[config.mk]
export PLATFORM = sky130hd
export DESIGN_NAME = demux3_stream_flat
export DESIGN_NICKNAME = d
export VERILOG_FILES = /design/src/rtl/demux3_pkg.sv /design/src/rtl/demux3_stream_if.sv /design/src/rtl/demux3_slot.sv /design/src/rtl/demux3_stream.sv /design/src/flat_wrapper.sv
export SDC_FILE = /design/constraint.sdc
export NUM_CORES = 1
export LEC_CHECK = 0
export CAP_MARGIN = 20
export CORE_MARGIN = 1
export CORE_UTILIZATION = 44
export CTS_CLUSTER_SIZE = 28
export DETAILED_ROUTE_END_ITERATION = 10
export PLACE_DENSITY = 0.78
export REMOVE_ABC_BUFFERS = 1
export SYNTH_ARGS = -nofsm -noshare
export SYNTH_HDL_FRONTEND = slang
export SYNTH_HIERARCHICAL = 1
export SYNTH_SLANG_ARGS = --single-unit
[constraint.sdc]
create_clock -name clk -period 1.7 [get_ports clk]
set_input_delay 0.34 -clock clk [delete_from_list [all_inputs] [get_ports clk]]
set_output_delay 0.34 -clock clk [all_outputs]
set_load 0.02 [all_outputs]
[src/rtl/demux3_pkg.sv]
// Shared select encodings for the 1-to-3 stream distributor.
package demux3_pkg;

   typedef logic [1:0] sel_t;

   localparam sel_t SEL_A       = 2'd0;
   localparam sel_t SEL_B       = 2'd1;
   localparam sel_t SEL_C       = 2'd2;
   localparam sel_t SEL_ILLEGAL = 2'd3;

endpackage

[src/rtl/demux3_stream_if.sv]
// Producer-side stream plus three consumer channels and status.
interface demux3_stream_if #(
   parameter int WIDTH = 8,
   parameter int CNT_W = 8
);
   import demux3_pkg::*;

   logic [WIDTH-1:0] in_data;
   sel_t             in_sel;
   logic             in_valid;
   logic             in_ready;

   logic [WIDTH-1:0] a_data;
   logic             a_valid;
   logic             a_ready;
   logic [WIDTH-1:0] b_data;
   logic             b_valid;
   logic             b_ready;
   logic [WIDTH-1:0] c_data;
   logic             c_valid;
   logic             c_ready;

   logic             err_illegal;
   logic [CNT_W-1:0] drop_cnt;

   modport slave (
      input  in_data, in_sel, in_valid,
      output in_ready,
      output a_data, a_valid,
      input  a_ready,
      output b_data, b_valid,
      input  b_ready,
      output c_data, c_valid,
      input  c_ready,
      output err_illegal, drop_cnt
   );

   modport master (
      output in_data, in_sel, in_valid,
      input  in_ready,
      input  a_data, a_valid,
      output a_ready,
      input  b_data, b_valid,
      output b_ready,
      input  c_data, c_valid,
      output c_ready,
      input  err_illegal, drop_cnt
   );

endinterface

[src/rtl/demux3_slot.sv]
// One-entry register slice: load and drain may coincide for full rate.
module demux3_slot #(
   parameter int WIDTH = 8
) (
   input  logic             clk,
   input  logic             rst,
   input  logic             i_load,
   input  logic [WIDTH-1:0] i_data,
   input  logic             i_ready,
   output logic [WIDTH-1:0] o_data,
   output logic             o_valid
);

   logic [WIDTH-1:0] r_data;
   logic             r_valid;
   logic             w_drain;

   assign w_drain = r_valid & i_ready;

   always_ff @(posedge clk) begin
      if (rst) begin
         r_data  <= '0;
         r_valid <= 1'b0;
      end else begin
         if (i_load) begin
            r_data  <= i_data;
            r_valid <= 1'b1;
         end else if (w_drain) begin
            r_valid <= 1'b0;
         end
      end
   end

   assign o_data  = r_data;
   assign o_valid = r_valid;

endmodule

[src/rtl/demux3_stream.sv]
// 1-to-3 stream distributor with per-channel registered slots.
// Optional DEMUX3_ROUNDROBIN_EN: target from an internal rotating pointer.
module demux3_stream
   import demux3_pkg::*;
#(
   parameter int WIDTH = 8,
   parameter int CNT_W = 8
) (
   input  logic           clk,
   input  logic           rst,
   demux3_stream_if.slave s
);

   sel_t             w_sel;
   logic [2:0]       w_load;
   logic [2:0]       w_valid;
   logic [2:0]       w_ready;
   logic [2:0]       w_room;
   logic             w_in_ready;
   logic             w_xfer;
   logic [WIDTH-1:0] w_data_a;
   logic [WIDTH-1:0] w_data_b;
   logic [WIDTH-1:0] w_data_c;
   logic             w_err;
   logic [CNT_W-1:0] w_drop;

   assign w_ready = {s.c_ready, s.b_ready, s.a_ready};
   assign w_room  = ~w_valid | w_ready;

   always_comb begin
      w_in_ready = 1'b1;
      unique case (w_sel)
         SEL_A:   w_in_ready = w_room[0];
         SEL_B:   w_in_ready = w_room[1];
         SEL_C:   w_in_ready = w_room[2];
         default: w_in_ready = 1'b1;
      endcase
   end

   assign w_xfer    = s.in_valid & w_in_ready;
   assign w_load[0] = w_xfer & (w_sel == SEL_A);
   assign w_load[1] = w_xfer & (w_sel == SEL_B);
   assign w_load[2] = w_xfer & (w_sel == SEL_C);

`ifdef DEMUX3_ROUNDROBIN_EN
   sel_t r_ptr;
   logic w_sel_unused;

   assign w_sel_unused = ^s.in_sel;
   assign w_sel        = r_ptr;

   always_ff @(posedge clk) begin
      if (rst) begin
         r_ptr <= SEL_A;
      end else if (w_xfer) begin
         r_ptr <= (r_ptr == SEL_C) ? SEL_A : r_ptr + 2'd1;
      end
   end

   assign w_err  = 1'b0;
   assign w_drop = '0;
`else
   logic             r_err;
   logic [CNT_W-1:0] r_drop;
   logic             w_drop_hit;

   assign w_sel      = s.in_sel;
   assign w_drop_hit = w_xfer & (w_sel == SEL_ILLEGAL);

   // Counter saturates at all-ones rather than wrapping.
   always_ff @(posedge clk) begin
      if (rst) begin
         r_err  <= 1'b0;
         r_drop <= '0;
      end else if (w_drop_hit) begin
         r_err <= 1'b1;
         if (r_drop != '1) begin
            r_drop <= r_drop + CNT_W'(1);
         end
      end
   end

   assign w_err  = r_err;
   assign w_drop = r_drop;
`endif

   demux3_slot #(.WIDTH(WIDTH)) u_slot_a (
      .clk     (clk),
      .rst     (rst),
      .i_load  (w_load[0]),
      .i_data  (s.in_data),
      .i_ready (w_ready[0]),
      .o_data  (w_data_a),
      .o_valid (w_valid[0])
   );

   demux3_slot #(.WIDTH(WIDTH)) u_slot_b (
      .clk     (clk),
      .rst     (rst),
      .i_load  (w_load[1]),
      .i_data  (s.in_data),
      .i_ready (w_ready[1]),
      .o_data  (w_data_b),
      .o_valid (w_valid[1])
   );

   demux3_slot #(.WIDTH(WIDTH)) u_slot_c (
      .clk     (clk),
      .rst     (rst),
      .i_load  (w_load[2]),
      .i_data  (s.in_data),
      .i_ready (w_ready[2]),
      .o_data  (w_data_c),
      .o_valid (w_valid[2])
   );

   assign s.in_ready    = w_in_ready;
   assign s.a_data      = w_data_a;
   assign s.a_valid     = w_valid[0];
   assign s.b_data      = w_data_b;
   assign s.b_valid     = w_valid[1];
   assign s.c_data      = w_data_c;
   assign s.c_valid     = w_valid[2];
   assign s.err_illegal = w_err;
   assign s.drop_cnt    = w_drop;

endmodule

[src/flat_wrapper.sv]
// flat-port wrapper written by rule: the top's interface ports become plain ports
module demux3_stream_flat import demux3_pkg::*;
#(
   parameter int WIDTH = 8,
   parameter int CNT_W = 8
)
  (clk, rst, s_in_data, s_in_sel, s_in_valid, s_in_ready, s_a_data, s_a_valid, s_a_ready, s_b_data, s_b_valid, s_b_ready, s_c_data, s_c_valid, s_c_ready, s_err_illegal, s_drop_cnt);
  demux3_stream_if #(.WIDTH(WIDTH), .CNT_W(CNT_W)) s_i ();
  input  logic clk;
  input  logic rst;
  input wire logic [$bits(s_i.in_data)-1:0] s_in_data;
  input wire logic [$bits(s_i.in_sel)-1:0] s_in_sel;
  input wire logic [$bits(s_i.in_valid)-1:0] s_in_valid;
  output wire logic [$bits(s_i.in_ready)-1:0] s_in_ready;
  output wire logic [$bits(s_i.a_data)-1:0] s_a_data;
  output wire logic [$bits(s_i.a_valid)-1:0] s_a_valid;
  input wire logic [$bits(s_i.a_ready)-1:0] s_a_ready;
  output wire logic [$bits(s_i.b_data)-1:0] s_b_data;
  output wire logic [$bits(s_i.b_valid)-1:0] s_b_valid;
  input wire logic [$bits(s_i.b_ready)-1:0] s_b_ready;
  output wire logic [$bits(s_i.c_data)-1:0] s_c_data;
  output wire logic [$bits(s_i.c_valid)-1:0] s_c_valid;
  input wire logic [$bits(s_i.c_ready)-1:0] s_c_ready;
  output wire logic [$bits(s_i.err_illegal)-1:0] s_err_illegal;
  output wire logic [$bits(s_i.drop_cnt)-1:0] s_drop_cnt;
  assign s_i.in_data = s_in_data;
  assign s_i.in_sel = s_in_sel;
  assign s_i.in_valid = s_in_valid;
  assign s_in_ready = s_i.in_ready;
  assign s_a_data = s_i.a_data;
  assign s_a_valid = s_i.a_valid;
  assign s_i.a_ready = s_a_ready;
  assign s_b_data = s_i.b_data;
  assign s_b_valid = s_i.b_valid;
  assign s_i.b_ready = s_b_ready;
  assign s_c_data = s_i.c_data;
  assign s_c_valid = s_i.c_valid;
  assign s_i.c_ready = s_c_ready;
  assign s_err_illegal = s_i.err_illegal;
  assign s_drop_cnt = s_i.drop_cnt;
  demux3_stream #(.WIDTH(WIDTH), .CNT_W(CNT_W)) u_core (.clk(clk), .rst(rst), .s(s_i));
endmodule
==> impl_results.md <==
* Data arrival, critical path at 1.42 ns
* Placed insts at 257
* CTS clk-pin slew, worst paths at 0.10 ns
* TritonCTS Sinks at 36
* Inserted Diodes at 0
* Initial antenna violation count at 0
* Power Dens Cells at 709 nW/um2
* Die Area at 3700 um2
* Fill count at 269
* Leakage at 0.957 nW
* Area grow syn2layout at 47.2%
* Clock Latency Late Sink at 0.33 ns
* Critical Path Sink Type: primary output
* Netlist cell types at 30
* Mean post-synth cell area at 10.0 um2
* Multi-input gate area at 752 um2
* Hold Slack at 0.453 ns
* Row cnt at 20
* Vias in the first global route at 1282
* Final WS setup at -0.0643 ns
* GR Overflow Total at 0
* Synth warnings at 6
* Crit path max fanout at 2
* RSZ-0062 raised after global routing: true
* Register area at 722 um2
* Synthesized area at 1520 um2
* Final wirelength at 3.52 mm
* Total GRT Usage at 20.9%
* Iter 0 DRT Violations at 66
* R2R Setup Slk at 0.18 ns
* H-tree depth at 2
* Hold Buf Count CTS at 0
* CTS tree: built
* Port bufs at 52
* Minimum clock period at 1.76 ns
* Sequential area share after synthesis at 47.4%
* Mapped Cells at 152
* Final ANT Viol Nets at 0
* Core ar. at 3180 um2
* Final setup TNS at -0.0643 ns
* Pin count of the biggest net entering global routing at 19
* Fmax at 567 MHz
* Initial DRT Pass Iterations at 4
* Final Setup Violations at 1
* Slew margin rel. at 77.0%
* Post-CTS repair timing setup buffer count at 0
* Final hold vios at 0
* Residual DRC count at 0
* Peak supply drop at 532 uV
* CP Launch Type: flip-flop
* Number of nets in the layout at 237
* DR WL/cell at 13.3 um
* First-pass GRT wire length at 5.63 mm
* Vias per cell at 4.96
* Final HPWL DP at 2.60 mm
* Critical Path RT at 1.36 ns
* Max-cap violations at 0
* CTS root buf: clkbuf_4
* Flops & latches, synth at 36
* Initial Util at 47.9%
* Status: finished with violations
* Design area at 2240 um2
* Worst Tran Pin Value at 0.344 ns
* IO Count at 53
* DIE WIDTH at 60.8 um
* Non-filler cells, final at 265
* Failing checks: setup timing
* Hold WC Path Type: flip-flop to flip-flop
* Final clock skew at 0.00466 ns
* Die Ht at 60.8 um
* WS Path Type: flip-flop to primary output
* DP Area at 2180 um2
* RePlAce Congestion at 0.847
* Max-slew violations at 0
* Share of layout cells above drive strength 1 at 18.6%
* Max clock buf depth at 2
* Total CTS buffers at 5
* Fin crit share at 104%
* Setup WS pre-CTS at -0.629 ns
* Via count at 1315
==> metal layers <==
| metal | GRT usage, % | vias up | wire, um |
|---|---|---|---|
| met5 | 0 | - | 0 |
| met4 | 7.79 | 0 | 34 |
| li1 | - | 662 | - |
| met3 | 7.04 | 3 | 200 |
| met1 | 23.5 | 610 | 1480 |
| met2 | 36.7 | 40 | 1810 |
==> state kept, by name, summed over array words and instances (netlist names) <==
signal / cells
u_core/u_slot_a/o_valid: 1
u_core/u_slot_c/o_valid: 1
u_core/u_slot_b/o_valid: 1
u_core/u_slot_a/o_data: 8
u_core/s.err_illegal: 1
u_core/u_slot_c/o_data: 8
u_core/s.drop_cnt: 8
u_core/u_slot_b/o_data: 8
==> report_power, final <==
group          switching (mW)  internal [mW]  total, mW
Sequential             0.0147          0.868      0.883
Combinational           0.113          0.123      0.235
Clock                   0.274          0.197      0.471
==> synthesized netlist by cell type <==
| master | n | share of area [%] |
|---|---|---|
| dfxtp_1 | 36 | 47 |
| nor2b_1 | 7 | 2.9 |
| a21oi_1 | 7 | 2.3 |
| a211oi_2 | 1 | 0.82 |
| nand4_1 | 2 | 0.82 |
| a21oi_2 | 1 | 0.58 |
| inv_1 | 5 | 1.2 |
| and2_1 | 2 | 0.82 |
| nor4b_1 | 2 | 1.2 |
| nand2_1 | 2 | 0.49 |
| a31oi_1 | 1 | 0.41 |
| clkbuf_2 | 3 | 0.99 |
| buf_2 | 1 | 0.33 |
| nand2b_1 | 5 | 2.1 |
| mux2_4 | 1 | 0.99 |
| nor3_1 | 2 | 0.66 |
| a41oi_1 | 2 | 1.2 |
| nand3b_1 | 1 | 0.49 |
| nand3_1 | 2 | 0.66 |
| a311oi_1 | 3 | 1.7 |
| mux2_2 | 2 | 1.5 |
| and3_2 | 2 | 0.99 |
| nor2_1 | 28 | 6.9 |
| and3_1 | 1 | 0.41 |
| and4b_2 | 1 | 0.74 |
| and4_4 | 2 | 1.5 |
| mux2i_1 | 25 | 16 |
| ha_1 | 1 | 0.82 |
| buf_6 | 3 | 2.2 |
| or3b_2 | 1 | 0.58 |
==> through the flow <==
stage,power (mW),utilization [%]
detailed placement,1.14,68.6
floorplan,0.996,-
CTS,1.61,70.2
finish,1.59,70.5
global placement,1.13,68.6
global route,1.66,70.5
==> cell type report <==
class | count | area share (%)
Clock buffer | 6 | 2.29
Clock inverter | 2 | 0.447
Inverter | 5 | 0.838
Multi-Input combinational cell | 104 | 33.6
Sequential cell | 36 | 32.2
Tap cell | 44 | 2.46
Timing Repair Buffer | 68 | 28.2
==> path summary, 6_finish.rpt <==
check / cells past startpoint / start / endpoint
worst max-delay path: 4 / u_core/u_slot_a/o_valid$_SDFFE_PP0P_ / s_in_ready
worst min-delay path: 2 / u_core/s.err_illegal$_SDFFE_PP0P_ / u_core/s.err_illegal$_SDFFE_PP0P_
worst max register to register: 6 / u_core/u_slot_a/o_valid$_SDFFE_PP0P_ / u_core/u_slot_a/o_data[3]$_SDFFE_PP0P_
worst min register to register: 2 / u_core/s.err_illegal$_SDFFE_PP0P_ / u_core/s.err_illegal$_SDFFE_PP0P_
==> placed cells by master, fill, tap and decap left out, drive strengths merged <==
cell / count
dlygate4sd2: 12
ha: 1
nand2b: 5
dfxtp: 36
and4b: 1
dlymetal6s2s: 4
nand3: 2
a311oi: 3
nand4: 2
a21oi: 8
or3b: 1
nor2: 28
clkdlybuf4s50: 35
a31oi: 1
nor4b: 2
buf: 17
and3: 3
nor2b: 7
clkinv: 2
and2: 2
nor3: 2
clkbuf: 6
nand3b: 1
and4: 2
mux2i: 25
nand2: 2
inv: 5
a211oi: 1
mux2: 3
a41oi: 2
==> cells by family (layout without fill, tap and decap cells) <==
kind of cell    after synthesis  in the layout  synth area share, %
compound gates               15             15                 6.99
fa+ha+maj                     1              1                0.822
buf+inv                      12             81                 4.77
flops                        36             36                 47.4
mux                          28             28                 18.9
simple gates                 60             60                 21.1
==> critical path, stage by stage, from the launching register on <==
cell and delay (ns):
dfxtp_2 0.35, or3b_4 0.37, a21oi_2 0.15, a31oi_1 0.05
buf_2 0.16
==> timing repair <==
item                                    4_1_cts  5_1_grt
endpoints found under the hold margin         0        0
cloned                                        0        0
pin swaps                                     1        0
gates resized for setup                      20        4
endpoints found under the setup margin       11        5
Note: power is estimated with default switching activity, not from simulation.
